`src/rtl/fp16_op_seq.sv`:
```
// Sequencer for a two-operand FP16 operation: unpacks A then B through a shared
// load unit, starts the execute unit and returns its result (or NaN on timeout).
module fp16_op_seq #(
    parameter int TIMEOUT = 64
) (
    input  logic        clk,
    input  logic        rst,
    input  logic        req_valid,
    output logic        req_ready,
    input  logic [1:0]  req_op,
    input  logic [15:0] req_a,
    input  logic [15:0] req_b,
    output logic        ld_enable,
    output logic [15:0] ld_data,
    input  logic        ld_valid,
    input  logic        ld_sign,
    input  logic [4:0]  ld_exp,
    input  logic [9:0]  ld_mant,
    output logic        a_sign,
    output logic [4:0]  a_exp,
    output logic [9:0]  a_mant,
    output logic        b_sign,
    output logic [4:0]  b_exp,
    output logic [9:0]  b_mant,
    output logic        exe_start,
    output logic [1:0]  exe_op,
    input  logic        exe_done,
    input  logic [15:0] exe_result,
    output logic        resp_valid,
    input  logic        resp_ready,
    output logic [15:0] resp_data,
    output logic        resp_err
);

    typedef enum logic [2:0] {
        S_IDLE,
        S_LOAD_A,
        S_GAP,
        S_LOAD_B,
        S_EXEC,
        S_WAIT,
        S_RESP
    } state_t;

    localparam logic [7:0]  CNT_LAST = 8'(TIMEOUT - 1);
    localparam logic [15:0] NAN_WORD = 16'h7E00;

    state_t      state_reg, state_next;
    logic [7:0]  cnt_reg, cnt_next;
    logic [15:0] opb_reg, opb_next;
    logic [1:0]  op_reg, op_next;
    logic [15:0] ld_data_reg, ld_data_next;
    logic [15:0] a_reg, a_next;
    logic [15:0] b_reg, b_next;
    logic [15:0] resp_data_reg, resp_data_next;
    logic        resp_err_reg, resp_err_next;
    logic        expired;

    assign expired = (cnt_reg == CNT_LAST);

    always_ff @(posedge clk) begin
        if (rst) begin
            state_reg     <= S_IDLE;
            cnt_reg       <= 8'd0;
            opb_reg       <= 16'd0;
            op_reg        <= 2'd0;
            ld_data_reg   <= 16'd0;
            a_reg         <= 16'd0;
            b_reg         <= 16'd0;
            resp_data_reg <= 16'd0;
            resp_err_reg  <= 1'b0;
        end else begin
            state_reg     <= state_next;
            cnt_reg       <= cnt_next;
            opb_reg       <= opb_next;
            op_reg        <= op_next;
            ld_data_reg   <= ld_data_next;
            a_reg         <= a_next;
            b_reg         <= b_next;
            resp_data_reg <= resp_data_next;
            resp_err_reg  <= resp_err_next;
        end
    end

    always_comb begin
        state_next     = state_reg;
        cnt_next       = cnt_reg;
        opb_next       = opb_reg;
        op_next        = op_reg;
        ld_data_next   = ld_data_reg;
        a_next         = a_reg;
        b_next         = b_reg;
        resp_data_next = resp_data_reg;
        resp_err_next  = resp_err_reg;
        case (state_reg)
            S_IDLE: begin
                if (req_valid) begin
                    // A goes straight into ld_data; only B needs its own copy.
                    ld_data_next = req_a;
                    opb_next     = req_b;
                    op_next      = req_op;
                    cnt_next     = 8'd0;
                    state_next   = S_LOAD_A;
                end
            end
            S_LOAD_A: begin
                if (ld_valid) begin
                    a_next     = {ld_sign, ld_exp, ld_mant};
                    state_next = S_GAP;
                end else if (expired) begin
                    resp_data_next = NAN_WORD;
                    resp_err_next  = 1'b1;
                    state_next     = S_RESP;
                end else begin
                    cnt_next = cnt_reg + 8'd1;
                end
            end
            S_GAP: begin
                ld_data_next = opb_reg;
                cnt_next     = 8'd0;
                state_next   = S_LOAD_B;
            end
            S_LOAD_B: begin
                if (ld_valid) begin
                    b_next     = {ld_sign, ld_exp, ld_mant};
                    state_next = S_EXEC;
                end else if (expired) begin
                    resp_data_next = NAN_WORD;
                    resp_err_next  = 1'b1;
                    state_next     = S_RESP;
                end else begin
                    cnt_next = cnt_reg + 8'd1;
                end
            end
            S_EXEC: begin
                cnt_next   = 8'd0;
                state_next = S_WAIT;
            end
            S_WAIT: begin
                if (exe_done) begin
                    resp_data_next = exe_result;
                    resp_err_next  = 1'b0;
                    state_next     = S_RESP;
                end else if (expired) begin
                    resp_data_next = NAN_WORD;
                    resp_err_next  = 1'b1;
                    state_next     = S_RESP;
                end else begin
                    cnt_next = cnt_reg + 8'd1;
                end
            end
            S_RESP: begin
                if (resp_ready) begin
                    state_next = S_IDLE;
                end
            end
            default: begin
                state_next = S_IDLE;
            end
        endcase
    end

    assign req_ready  = (state_reg == S_IDLE);
    assign ld_enable  = (state_reg == S_LOAD_A) || (state_reg == S_LOAD_B);
    assign exe_start  = (state_reg == S_EXEC);
    assign resp_valid = (state_reg == S_RESP);

    assign ld_data   = ld_data_reg;
    assign exe_op    = op_reg;
    assign resp_data = resp_data_reg;
    assign resp_err  = resp_err_reg;
    assign a_sign    = a_reg[15];
    assign a_exp     = a_reg[14:10];
    assign a_mant    = a_reg[9:0];
    assign b_sign    = b_reg[15];
    assign b_exp     = b_reg[14:10];
    assign b_mant    = b_reg[9:0];

endmodule

```
`config.mk`:
```
export PLATFORM = sky130hd
export DESIGN_NAME = fp16_op_seq
export DESIGN_NICKNAME = d
export VERILOG_FILES = /design/src/rtl/fp16_op_seq.sv
export SDC_FILE = /design/constraint.sdc
export NUM_CORES = 1
export LEC_CHECK = 0
export CAP_MARGIN = 5
export CORE_ASPECT_RATIO = 1.75
export CORE_MARGIN = 10
export CORE_UTILIZATION = 45
export CTS_BUF_LIST = sky130_fd_sc_hd__clkbuf_8
export DETAILED_ROUTE_END_ITERATION = 12
export GPL_ROUTABILITY_DRIVEN = 0
export GPL_TIMING_DRIVEN = 0
export MAX_ROUTING_LAYER = met4
export PLACE_DENSITY = 0.86
export SYNTH_ARGS = -nofsm -noshare
export SYNTH_HDL_FRONTEND = slang
export SYNTH_SLANG_ARGS = --single-unit
```
`constraint.sdc`:
```
create_clock -name clk -period 2.15 [get_ports clk]
set_input_delay 0.215 -clock clk [delete_from_list [all_inputs] [get_ports clk]]
set_output_delay 0.215 -clock clk [all_outputs]
set_load 0.01 [all_outputs]
```
# [After elaboration in Yosys (flattened, before gate mapping)]
# Index checks and enable logic that the tools add are counted.
[totals] regBits=94 input_bits=72 output_inout_bits=71
[classes] add_sub_neg=1 eq_ne=11 n_mux=22 n_reduce_logical=14
[op_table] operator="2-to-1 mux 16 bit" count=4
[op_table] operator="case mux 16 bit (2 select lines)" count=2
[op_table] operator="2-to-1 mux 8 bit" count=4
[op_table] operator="case mux 8 bit (4 select lines)" count=1
[op_table] operator="case mux 3 bit (7 select lines)" count=1
[op_table] operator="2-to-1 mux 3 bit" count=6
[op_table] operator="AND reduction 2 bit" count=6
[op_table] operator="equality test 3 bit (second input constant)" count=3
[op_table] operator="adder 8 x 1 -> 8 bit (second input constant)" count=1
[op_table] operator="equality test 8 x 6 -> 1 bit (second input constant)" count=1
[op_table] operator="equality test 3 x 2 -> 1 bit (second input constant)" count=2
[op_table] operator="inequality test 2 bit (second input constant)" count=3
[op_table] operator="AND reduction 4 bit" count=1
[op_table] operator="nonzero test 2 bit" count=2
[op_table] operator="nonzero test 4 bit" count=1
[op_table] operator="OR reduction 2 bit" count=2
[op_table] operator="equality test 3 x 1 -> 1 bit (second input constant)" count=1
[op_table] operator="logical NOT 3 bit" count=1
[op_table] operator="2-to-1 mux 1 bit" count=3
[op_table] operator="inequality test 2 x 1 -> 1 bit (second input constant)" count=1
[op_table] operator="case mux 1 bit (2 select lines)" count=1
[op_table] operator="logical OR 1 bit" count=1

# [Longest topological paths before layout]
# Gate-level depths: netlist of run 1.
[logic_depth] word_depth=4 depth_mapped=7 mapped_depth_nobuf=5

# [Worst setup path after synthesis of run 1]
# Ideal clock, no wire load.
[synth_path] path_type="register to register" startpoint="register state_reg[2]" endpoint="register opb_reg[10]" arrival_time_ns=1.460 path_slack_ns=0.558 stages_incl_launch_ff=7 n_path_buf=2 cell_sequence="dfxtp_1 -> buf_4 -> nor3_1 -> nand2_1 -> buf_2 -> nand2_1 -> a21oi_1"
[synth_via] elab_chain_cells=2
[synth_lines] item="from (decl)" line="48" source="state_t state_reg, state_next;"
[synth_lines] item="from (signal assigned)" line="73" source="state_reg <= state_next;"
[synth_lines] item="logical NOT 3 bit"
[synth_lines] item="named net req_ready" line="9" source="output logic req_ready,"
[synth_lines] item="AND reduction 2 bit (no source line)"
[synth_lines] item="to (signal assigned)" line="75" source="opb_reg <= opb_next;"
[synth_lines] item="to (decl)" line="50" source="logic [15:0] opb_reg, opb_next;"
# The timed path passes the listed nets, and every way through them passes these cells.
# A chain may end at the register's enable or synchronous reset.

# [Worst setup path after layout of run 1]
[layout_path] startpoint="register state_reg[0]" endpoint="output port ld_enable"
[layout_via] elab_chain_cells=2 word_cells_on_any_way=3
[layout_lines] item="equality test 3 x 1 -> 1 bit / equality test 3 x 2 -> 1 bit (equally long branches)" line="164" source="assign ld_enable = (state_reg == S_LOAD_A) || (state_reg == S_LOAD_B);"
[layout_lines] item="logical OR 1 bit *" line="164"
[layout_lines] item="to (decl)" line="13" source="output logic ld_enable,"
# Mark *: on every way between the ends. The rest lies on a longest branch, timed or not.

==> qor.yml, run 1 <==
yosys:
  synth_seq_cells: 94
  synthFlopType: "dfxtp_1"
  synth-async-reset-ratio_pct: 0
  synth_top_area_cells: "dfxtp_1 52%, nand2_1 13%, a21oi_1 9.5%"
  yosys.area.top_type: "dfxtp_1"
  synth_cell_types: 49
  share_of_the_yosys_chip_area_belonging_to_registers_pct: 51.7
  yosysTopAreaCellShare_pct: 51.7
  post_synth.cell_area_avg_um2: 8.65
  synthesis.nets: 494
  synthesis.yosys.warnings: 0
  gate_count_after_technology_mapping: 421
  post_synthesis_cell_area_um2: 3640
  synth_edf_count: 0
clock_tree:
  clk_pin_slew_ps: 90
  insertion_delay_ps: 370
  clock_tree.htree_level_count: 3
  post-cts-setup-buffer-count: 0
  clockBufferDepth: 2
  tritoncts: "built"
  clock_sink_count: 94
  numCtsBuffers: 9
  cts.root.buffer_cell: "clkbuf_8"
timing:
  crit_path_setup_slack_layout_ps: 123
  slew_viol_final: 0
  crit_path_time_final_ps: 2030
  rsz0062_at_grt: "no"
  timing.final.setup_violations: 0
  final.setup_skew_ps: 8.49
  hold-worst-slack_ps: 382
  maxSlewHeadroom_pct: 56.6
  timing_worst_slew_pin_value_ps: 648
  period_share_pct: 94.3
  maximum_clock_frequency_mhz: 493
  tns_ps: 0
  finalHoldViolations: 0
finish:
  post_route_cells_drive_above_1_share_pct: 7.97
  antenna_cells: 0
  nets: 647
  n_fill_cell: 623
  final_design_area_no_fill_um2: 5360
  area_growth_pct: 47.3
  final_cell_count_no_fill: 667
  share_of_the_core_filled_with_cells_in_the_final_layout_pct: 67.8
route:
  average_wire_length_per_cell_after_detail_routing_um: 17.2
  route.final.wire_length_mm: 11.5
  detail_route.vias_per_cell: 5.44
  vias: 3631
  ant_nets: 0
  detail_route.iter0.violations: 205
  detail_route.drc_violations: 0
  first_pass_iters: 5
grt:
  grt_pass1_wl_mm: 17.8
  globalRoute.totalOverflow: 0
  grt_max_degree: 15
  grt_pass1_vias: 3599
  gr-usage-all-layers_pct: 19.0
  number_of_antenna_violations_at_the_first_check_in_global_routing: 0
pwr:
  seqPwrFrac_pct: 52.3
  pwr_density_cell_nw_per_um2: 659
  total_leakage_power_nw: 1.93
  internal-power_mw: 2.62
  power_switching_mw: 0.908
  power.share.combinational_pct: 16.1
  sw_frac_of_total_pct: 25.7
  ir_worst_vdd_uv: 482
  power_mw: 3.53
  share_clk_of_total_power_pct: 31.6
min_path:
  hold_path_endpoint: "opb_reg[6]$_SDFFE_PP0P_"
  timing.hold.worst_path_depth: 3
  holdCritStartpoint: "req_b[6]"
  hold_path.class: "primary input to flop"
placed_design:
  standard_cell_area_after_detailed_placement_um2: 5170
  total_placed_cells_including_tap_cells: 653
  placement.io_buffers: 142
  dpl_worst_slack_ps: 85.0
  hpwl_after_detailed_placement_mm: 9.08
setup_path:
  cp_cell_sequence: "buf_4 > buf_2 > nor2b_1 > clkdlybuf4s50_1"
  reg2regPathDepth: 5
  cp-start-kind: "flop"
  worst-path-max-fanout: 10
  worstReg2RegStart: "cnt_reg[1]$_SDFFE_PP0P_"
  req_time_crit_path_ps: 1930
  critPathCaptureType: "output port"
  arrival_ps: 1810
  critPathKind: "flop to output port"
  r2r-end: "cnt_reg[0]$_SDFFE_PP0P_"
  critical-path-slowest-cell: "clkdlybuf4s50_1"
  ff2ff_setup_slack_ps: 320
  crit_path_max_incr_delay_ps: 550
floorplanning:
  fp.dieH_um: 139
  fp.dieW_um: 88.0
  floorplan.rows: 43
  dieArea_um2: 12200
  floorplan.core_area_um2: 7910
  initial_utilization_pct: 46.0
  pin_count: 143
status:
  run_status: "completed"
run:
  maxCapViolCount: 0
==> how the worst max path moves through the flow <==
stage / from / endpoint / depth (start not counted)
final: state_reg[0]$_SDFFE_PP0P_ / ld_enable / 4
after detailed placement: ld_valid / a_reg[8]$_SDFFE_PP0P_ / 7
after global routing: state_reg[0]$_SDFFE_PP0P_ / ld_enable / 4
after floorplan: state_reg[2]$_SDFFE_PP0P_ / opb_reg[10]$_SDFFE_PP0P_ / 6
after global placement: ld_valid / a_reg[9]$_SDFFE_PP0P_ / 7
after CTS: state_reg[2]$_SDFFE_PP0P_ / req_ready / 3
==> placed cells by master, fill, tap and decap left out, drive strengths merged, types with 2 or more instances in the layout <==
cell	instances
and2	2
mux2i	3
nor3	6
o21ai	4
clkdlybuf4s50	142
or2	2
dfxtp	94
buf	14
nor2	12
a22o	12
a21oi	71
or3	3
nand2	124
and2b	2
nor4	2
inv	4
o221a	6
nand3	7
a22oi	17
nand2b	5
nor2b	2
clkbuf	20
and3	4
==> synthesized netlist by cell type (2+ instances only) <==
| cell | instances |
|---|---|
| nor2_1 | 10 |
| nand2_1 | 124 |
| and2b_1 | 2 |
| dfxtp_1 | 94 |
| buf_2 | 10 |
| a21oi_2 | 2 |
| o21ai_0 | 4 |
| a22o_1 | 12 |
| and3_1 | 4 |
| mux2i_1 | 3 |
| clkbuf_1 | 10 |
| nor2_2 | 2 |
| and2_1 | 2 |
| o221a_1 | 2 |
| o221a_2 | 4 |
| buf_4 | 4 |
| or3_1 | 3 |
| a21oi_1 | 69 |
| nand2b_1 | 5 |
| nand3_1 | 7 |
| a22oi_1 | 16 |
| nor3_1 | 5 |
==> what timing repair did <==
item	4_1_cts	5_1_grt
setup endpoints to repair	0	2
resized for setup	0	3
hold buffers	0	0
==> per-layer routing <==
metal  share of wire (%)  global-route usage [%]
met3                 6.2                    4.76
met1                  37                    18.7
met2                  53                    32.6
met5                   0                       -
met4                 3.6                    10.1
==> power groups by stage <==
stage / Clock [mW] / Combinational, mW / Sequential (mW)
4_1_cts: 1.14 / 0.568 / 1.85
2_1_floorplan: 0 / 0.236 / 1.90
6_report: 1.12 / 0.568 / 1.85
3_5_place_dp: 0 / 0.566 / 1.89
5_1_grt: 1.20 / 0.616 / 1.86
3_3_place_gp: 0 / 0.555 / 1.88
==> worst max-delay path, delay by kind of cell, from the launching register on <==
family / cells / cell delay [ps]
AND/OR/NAND/NOR: 1 / 150
flip-flops: 1 / 320
buffers and inverters: 3 / 980
==> cells by family after synthesis <==
family	Yosys count	synth area share, %
AOI/OAI and AO/OA	118	20.8
adders and majority gates	1	0.344
buffers and inverters	26	3.44
DFF	94	51.7
muxes	4	1.13
and+or+nand+nor	178	22.6
==> area by class of cell <==
type	instances	area, um2	share of cell area, %
well taps	90	113	2.10
clock buffers	9	124	2.31
plain buffers	25	124	2.31
multi-input cells	301	1640	30.6
flip-flops and latches	94	1880	35.1
repair buffers	142	1420	26.5
clock inverters	5	53.8	1.00
inverters	1	3.75	0.0700
No activity file was read; power rests on OpenSTA's default activity.
==> run 2: changes to the inputs <==
- PLACE_DENSITY: 0.86 -> 0.94
==> run 2 against run 1 <==
First-iteration DRC count down 9.8%. Via count up 0.96%. Sequential power about the same. Critical endpoint is now resp_valid. Largest power group unchanged.
==> qor.yml, run 2 (synthesis gave the netlist of run 1 again) <==
floorplanning:
  pin_count: 143  # unchanged
  fp.dieW_um: 88.0  # unchanged
  floorplan.core_area_um2: 7910  # unchanged
  initial_utilization_pct: 46.0  # unchanged
  fp.dieH_um: 139  # unchanged
  floorplan.rows: 43  # unchanged
  dieArea_um2: 12200  # unchanged
pwr:
  total_leakage_power_nw: 1.93  # +0.26%
  share_clk_of_total_power_pct: 32.1  # +0.5 points
  power.share.combinational_pct: 15.9  # -0.2 points
  internal-power_mw: 2.63  # +0.38%
  power_switching_mw: 0.923  # +1.7%
  ir_worst_vdd_uv: 449  # -6.8%
  seqPwrFrac_pct: 51.9  # -0.4 points
  pwr_density_cell_nw_per_um2: 663  # +0.62%
  sw_frac_of_total_pct: 25.9  # +0.25 points
clock_tree:
  insertion_delay_ps: 370  # about the same
  clock_sink_count: 94  # unchanged
  cts.root.buffer_cell: "clkbuf_8"
  numCtsBuffers: 9  # unchanged
  post-cts-setup-buffer-count: 0  # unchanged
  clock_tree.htree_level_count: 3  # unchanged
  tritoncts: "built"
  clockBufferDepth: 2  # unchanged
  clk_pin_slew_ps: 90  # about the same
min_path:
  holdCritStartpoint: "req_b[12]"
  hold_path.class: "primary input to flop"
route:
  route.final.wire_length_mm: 11.4  # -0.73%
  detail_route.vias_per_cell: 5.48  # +0.66%
  average_wire_length_per_cell_after_detail_routing_um: 17.0  # -1.0%
  ant_nets: 0  # unchanged
  first_pass_iters: 5  # unchanged
  detail_route.drc_violations: 0  # unchanged
  detail_route.iter0.violations: 185  # -9.8%
  vias: 3666  # +0.96%
setup_path:
  worstReg2RegStart: "cnt_reg[0]$_SDFFE_PP0P_"
  critPathKind: "flop to output port"
  req_time_crit_path_ps: 1930  # about the same
  cp-start-kind: "flop"
  critPathCaptureType: "output port"
  worst-path-max-fanout: 10  # unchanged
  arrival_ps: 1830  # +20 ps
  crit_path_start: "state_reg[2]$_SDFFE_PP0P_"
finish:
  final_cell_count_no_fill: 669  # +0.30%
  antenna_cells: 0  # unchanged
  n_fill_cell: 620  # -0.48%
  mostFrequentLayoutCells: "142 x clkdlybuf4s50_1, 124 x nand2_1, 94 x dfxtp_1"
  layout.cells.most_common: "clkdlybuf4s50_1"
  post_route_cells_drive_above_1_share_pct: 8.12  # +0.15 points
  area_growth_pct: 47.4  # about the same
  nets: 647  # unchanged
timing:
  period_share_pct: 95.3  # +0.96 points
  final.setup_skew_ps: 8.13  # -0.355 ps
  timing.final.setup_violations: 0  # unchanged
  rsz0062_at_grt: "no"
  crit_path_time_final_ps: 2050  # +20.7 ps
  finalHoldViolations: 0  # unchanged
  maxSlewHeadroom_pct: 55.7  # -0.90 points
  maximum_clock_frequency_mhz: 488  # -1.0%
  timing_worst_slew_pin_value_ps: 661  # +13.4 ps
  slew_viol_final: 0  # unchanged
  tns_ps: 0  # unchanged
placed_design:
  total_placed_cells_including_tap_cells: 653  # unchanged
  placement.io_buffers: 142  # unchanged
  hpwl_after_detailed_placement_mm: 8.94  # -1.5%
grt:
  globalRoute.totalOverflow: 0  # unchanged
  grt_max_degree: 16  # +1
  number_of_antenna_violations_at_the_first_check_in_global_routing: 0  # unchanged
  gr-usage-all-layers_pct: 19.1  # +0.10 points
  grt_pass1_vias: 3745  # +4.1%
  grt_pass1_wl_mm: 18.3  # +3.1%
status:
  run_status: "completed"
run:
  maxCapViolCount: 0  # unchanged
[run 2: cell count changes in the layout (fill, tap and decap cells not counted)]
cell,delta
clkinv_2,+3
dfxtp_1,+1
dfxtp_2,-1
inv_1,-1
nor3_1,+1
nor3_2,-1
[run 2: area by class of cell]
class / instances / area [um2] / area share, %
flip-flops and latches: 94 / 1880 / 35.1
multi-input cells: 301 / 1630 / 30.4
repair buffers: 142 / 1420 / 26.5
clock buffers: 9 / 124 / 2.31
plain buffers: 25 / 124 / 2.31
well taps: 90 / 113 / 2.10
clock inverters: 7 / 65.1 / 1.21
inverters: 1 / 3.75 / 0.0700
[run 2: worst max-delay path, cell delays in order, from the launching register on]
cell             delay, ps
dfxtp_1                480
buf_4                  250
nand2_1                 80
nor2_1                  90
clkdlybuf4s50_1        560
[run 2: power groups by stage]
stage	sequential (mW)	combinational (mW)	clock, mW
2_1_floorplan	1.90	0.236	0
3_3_place_gp	1.88	0.552	0
3_5_place_dp	1.89	0.564	0
4_1_cts	1.85	0.567	1.17
5_1_grt	1.86	0.617	1.23
6_report	1.85	0.567	1.14
[run 2: timing repair]
item	CTS	global route
hold buffers	0	0
endpoints found under the setup margin	0	1
gates resized for setup	0	1
[run 2: final timing paths]
kind,to,slack [ps],cells after the start
worst min-delay path,opb_reg[12]$_SDFFE_PP0P_,380,3
worst max-delay path,resp_valid,100,4
worst max register to register,resp_data[0]$_SDFFE_PP0P_,230,5
worst min register to register,ld_data[7]$_SDFFE_PP0P_,460,2
[run 2: stage by stage]
stage	worst slack [ps]	hold slack, ps	area (um2)	util (%)	power, mW
after floorplan	558	341	3640	-	2.14
final	102	384	5370	67.8	3.56
after global placement	155	442	5170	65.4	2.44
after global routing	20.5	395	5370	67.8	3.70
after detailed placement	99.6	446	5170	65.4	2.45
after CTS	77.2	376	5360	67.8	3.58
[run 2: layer usage]
metal	up-vias	part of all wire (%)	global-route usage, %
li1	1775	-	-
met1	1685	37	19.1
met2	160	51	31.7
met3	46	6.9	3.24
met4	0	5.4	13.7
met5	-	0	-
==> run 3: changes to the inputs <==
- REMOVE_ABC_BUFFERS: unset -> 1
- SLEW_MARGIN: unset -> 20
==> run 3 against run 2 <==
Setup slack improved by 81 ps. Critical path depth shrank 1. Largest cell class unchanged. Clock-buffer cell count unchanged. Highest routed layer unchanged.
==> qor.yml, run 3 (synthesis gave the netlist of run 1 again) <==
status:
  run_status: "completed"
grt:
  grt_pass1_vias: 3433  # -8.3%
  globalRoute.totalOverflow: 0  # unchanged
  grt_pass1_wl_mm: 17.8  # -2.8%
  gr-usage-all-layers_pct: 18.9  # -0.13 points
  number_of_antenna_violations_at_the_first_check_in_global_routing: 1  # +1
  grt_max_degree: 77  # +61
route:
  detail_route.iter0.violations: 194  # +4.9%
  ant_nets: 0  # unchanged
  first_pass_iters: 5  # unchanged
  vias: 3609  # -1.6%
  route.final.wire_length_mm: 11.7  # +3.0%
  detail_route.drc_violations: 0  # unchanged
  average_wire_length_per_cell_after_detail_routing_um: 18.1  # +6.3%
  detail_route.vias_per_cell: 5.57  # +1.6%
finish:
  n_fill_cell: 594  # -4.2%
  post_route_cells_drive_above_1_share_pct: 6.82  # -1.3 points
  nets: 625  # -3.4%
  area_growth_pct: 46.1
  mostFrequentLayoutCells: "141 x clkdlybuf4s50_1, 124 x nand2_1, 91 x dfxtp_1"
  layout.cells.most_common: "clkdlybuf4s50_1"
timing:
  finalHoldViolations: 0  # unchanged
  tns_ps: 0  # unchanged
  period_share_pct: 91.5  # -3.8 points
  rsz0062_at_grt: "no"
  slew_viol_final: 0  # unchanged
  timing_worst_slew_pin_value_ps: 788  # +127 ps
  maxSlewHeadroom_pct: 47.5  # -8.2 points
  hold-worst-slack_ps: 405  # +21.4 ps
  crit_path_time_final_ps: 1970  # -80.9 ps
  final.setup_skew_ps: 9.49  # +1.36 ps
  maximum_clock_frequency_mhz: 508  # +4.1%
  timing.final.setup_violations: 0  # unchanged
clock_tree:
  clockBufferDepth: 2  # unchanged
  cts.root.buffer_cell: "clkbuf_8"
  numCtsBuffers: 9  # unchanged
  clock_tree.htree_level_count: 3  # unchanged
  tritoncts: "built"
  clock_sink_count: 94  # unchanged
  clk_pin_slew_ps: 90  # about the same
  insertion_delay_ps: 360  # about the same
setup_path:
  arrival_ps: 1750  # -80 ps
  worst-path-max-fanout: 16  # +6
  critical-path-slowest-cell: "dfxtp_2"
  critPathCaptureType: "output port"
  crit_path_max_incr_delay_ps: 570  # about the same
  reg2regPathDepth: 5  # unchanged
  critPathKind: "flop to output port"
  cp_cell_sequence: "nand2_1 > nor2_1 > clkdlybuf4s50_1"
  req_time_crit_path_ps: 1930  # about the same
  worstReg2RegStart: "cnt_reg[0]$_SDFFE_PP0P_"
  r2r-end: "resp_data[12]$_SDFFE_PP0P_"
  cp-start-kind: "flop"
  ff2ff_setup_slack_ps: 200  # -30 ps
floorplanning:
  fp.dieW_um: 88.0  # unchanged
  floorplan.core_area_um2: 7910  # unchanged
  fp.dieH_um: 139  # unchanged
  dieArea_um2: 12200  # unchanged
  floorplan.rows: 43  # unchanged
  pin_count: 143  # unchanged
  initial_utilization_pct: 46.0  # unchanged
min_path:
  timing.hold.worst_path_depth: 3  # unchanged
  hold_path_endpoint: "opb_reg[2]$_SDFFE_PP0P_"
  holdCritStartpoint: "req_b[2]"
  hold_path.class: "primary input to flop"
pwr:
  power_mw: 3.74  # +5.2%
  pwr_density_cell_nw_per_um2: 704  # +6.1%
  total_leakage_power_nw: 1.89  # -1.9%
  ir_worst_vdd_uv: 380  # -15%
placed_design:
  hpwl_after_detailed_placement_mm: 8.66  # -3.2%
  placement.io_buffers: 142  # unchanged
run:
  maxCapViolCount: 0  # unchanged
==> run 3: cell count changes in the layout (fill, tap and decap cells not counted), sizes merged <==
cell	previous run	this run
bufinv	1	3
clkdlybuf4s50	142	141
diode	0	1
clkinvlp	1	0
clkbuf	20	9
inv	3	4
clkinv	3	1
buf	14	4
==> run 3: worst max path at each step <==
stage | cells past startpoint | start | to | slack (ps)
finish | 3 | state_reg[2]$_SDFFE_PP0P_ | resp_valid | 180
global placement | 5 | rst | cnt_reg[0]$_SDFFE_PP0P_ | -1730
detailed placement | 6 | req_valid | ld_data[4]$_SDFFE_PP0P_ | 30
global route | 3 | state_reg[2]$_SDFFE_PP0P_ | resp_valid | 80
CTS | 3 | state_reg[1]$_SDFFE_PP0P_ | resp_valid | 60
floorplan | 4 | state_reg[2]$_SDFFE_PP0P_ | ld_data[0]$_SDFFE_PP0P_ | 40
==> run 3: critical path: cells and delay by family (launching register included) <==
family / cells / cell delay [ps]
buf+inv: 1 / 560
flops: 1 / 570
simple gates: 2 / 270
==> run 3: metal layers <==
layer	GRT usage [%]	routed length, um	up-vias
met2	31.9	6520	137
met4	12.6	634	0
li1	-	-	1729
met1	18.8	3820	1706
met3	3.71	769	37
met5	-	0	-
==> run 3: metrics by stage <==
stage / setup slack (ps) / std cells / utilization [%] / instance area (um2)
final: 183 / 648 / 67.2 / 5320
after global routing: 79.1 / 648 / 67.2 / 5320
after CTS: 55.8 / 646 / 67.1 / 5310
after detailed placement: 25.8 / 630 / 64.1 / 5070
after global placement: -1730 / 628 / 63.9 / 5050
after floorplan: 42.4 / 396 / - / 3520
==> run 3: power breakdown <==
group / leakage, nW / internal (mW) / total (mW) / switching [mW]
registers: 0.765 / 1.81 / 1.86 / 0.0531
logic: 1.00 / 0.281 / 0.534 / 0.253
clock network: 0.127 / 0.759 / 1.34 / 0.585
==> run 3: layout make-up <==
cell class | instances | area, um2 | area share (%)
Clock inverter | 7 | 106 | 2.00
Inverter | 1 | 3.75 | 0.0706
Timing Repair Buffer | 145 | 1450 | 27.3
Sequential cell | 94 | 1890 | 35.5
Clock buffer | 9 | 124 | 2.33
Antenna cell | 1 | 2.50 | 0.0471
Multi-Input combinational cell | 301 | 1630 | 30.7
Tap cell | 90 | 113 | 2.12
==> run 3: timing repair <==
action,in CTS,in global routing
gates cloned,0,0
setup endpoints to repair,3,17
resized for setup,2,1
endpoints found under the hold margin,0,0
hold buffers,0,0
buffers inserted,0,1
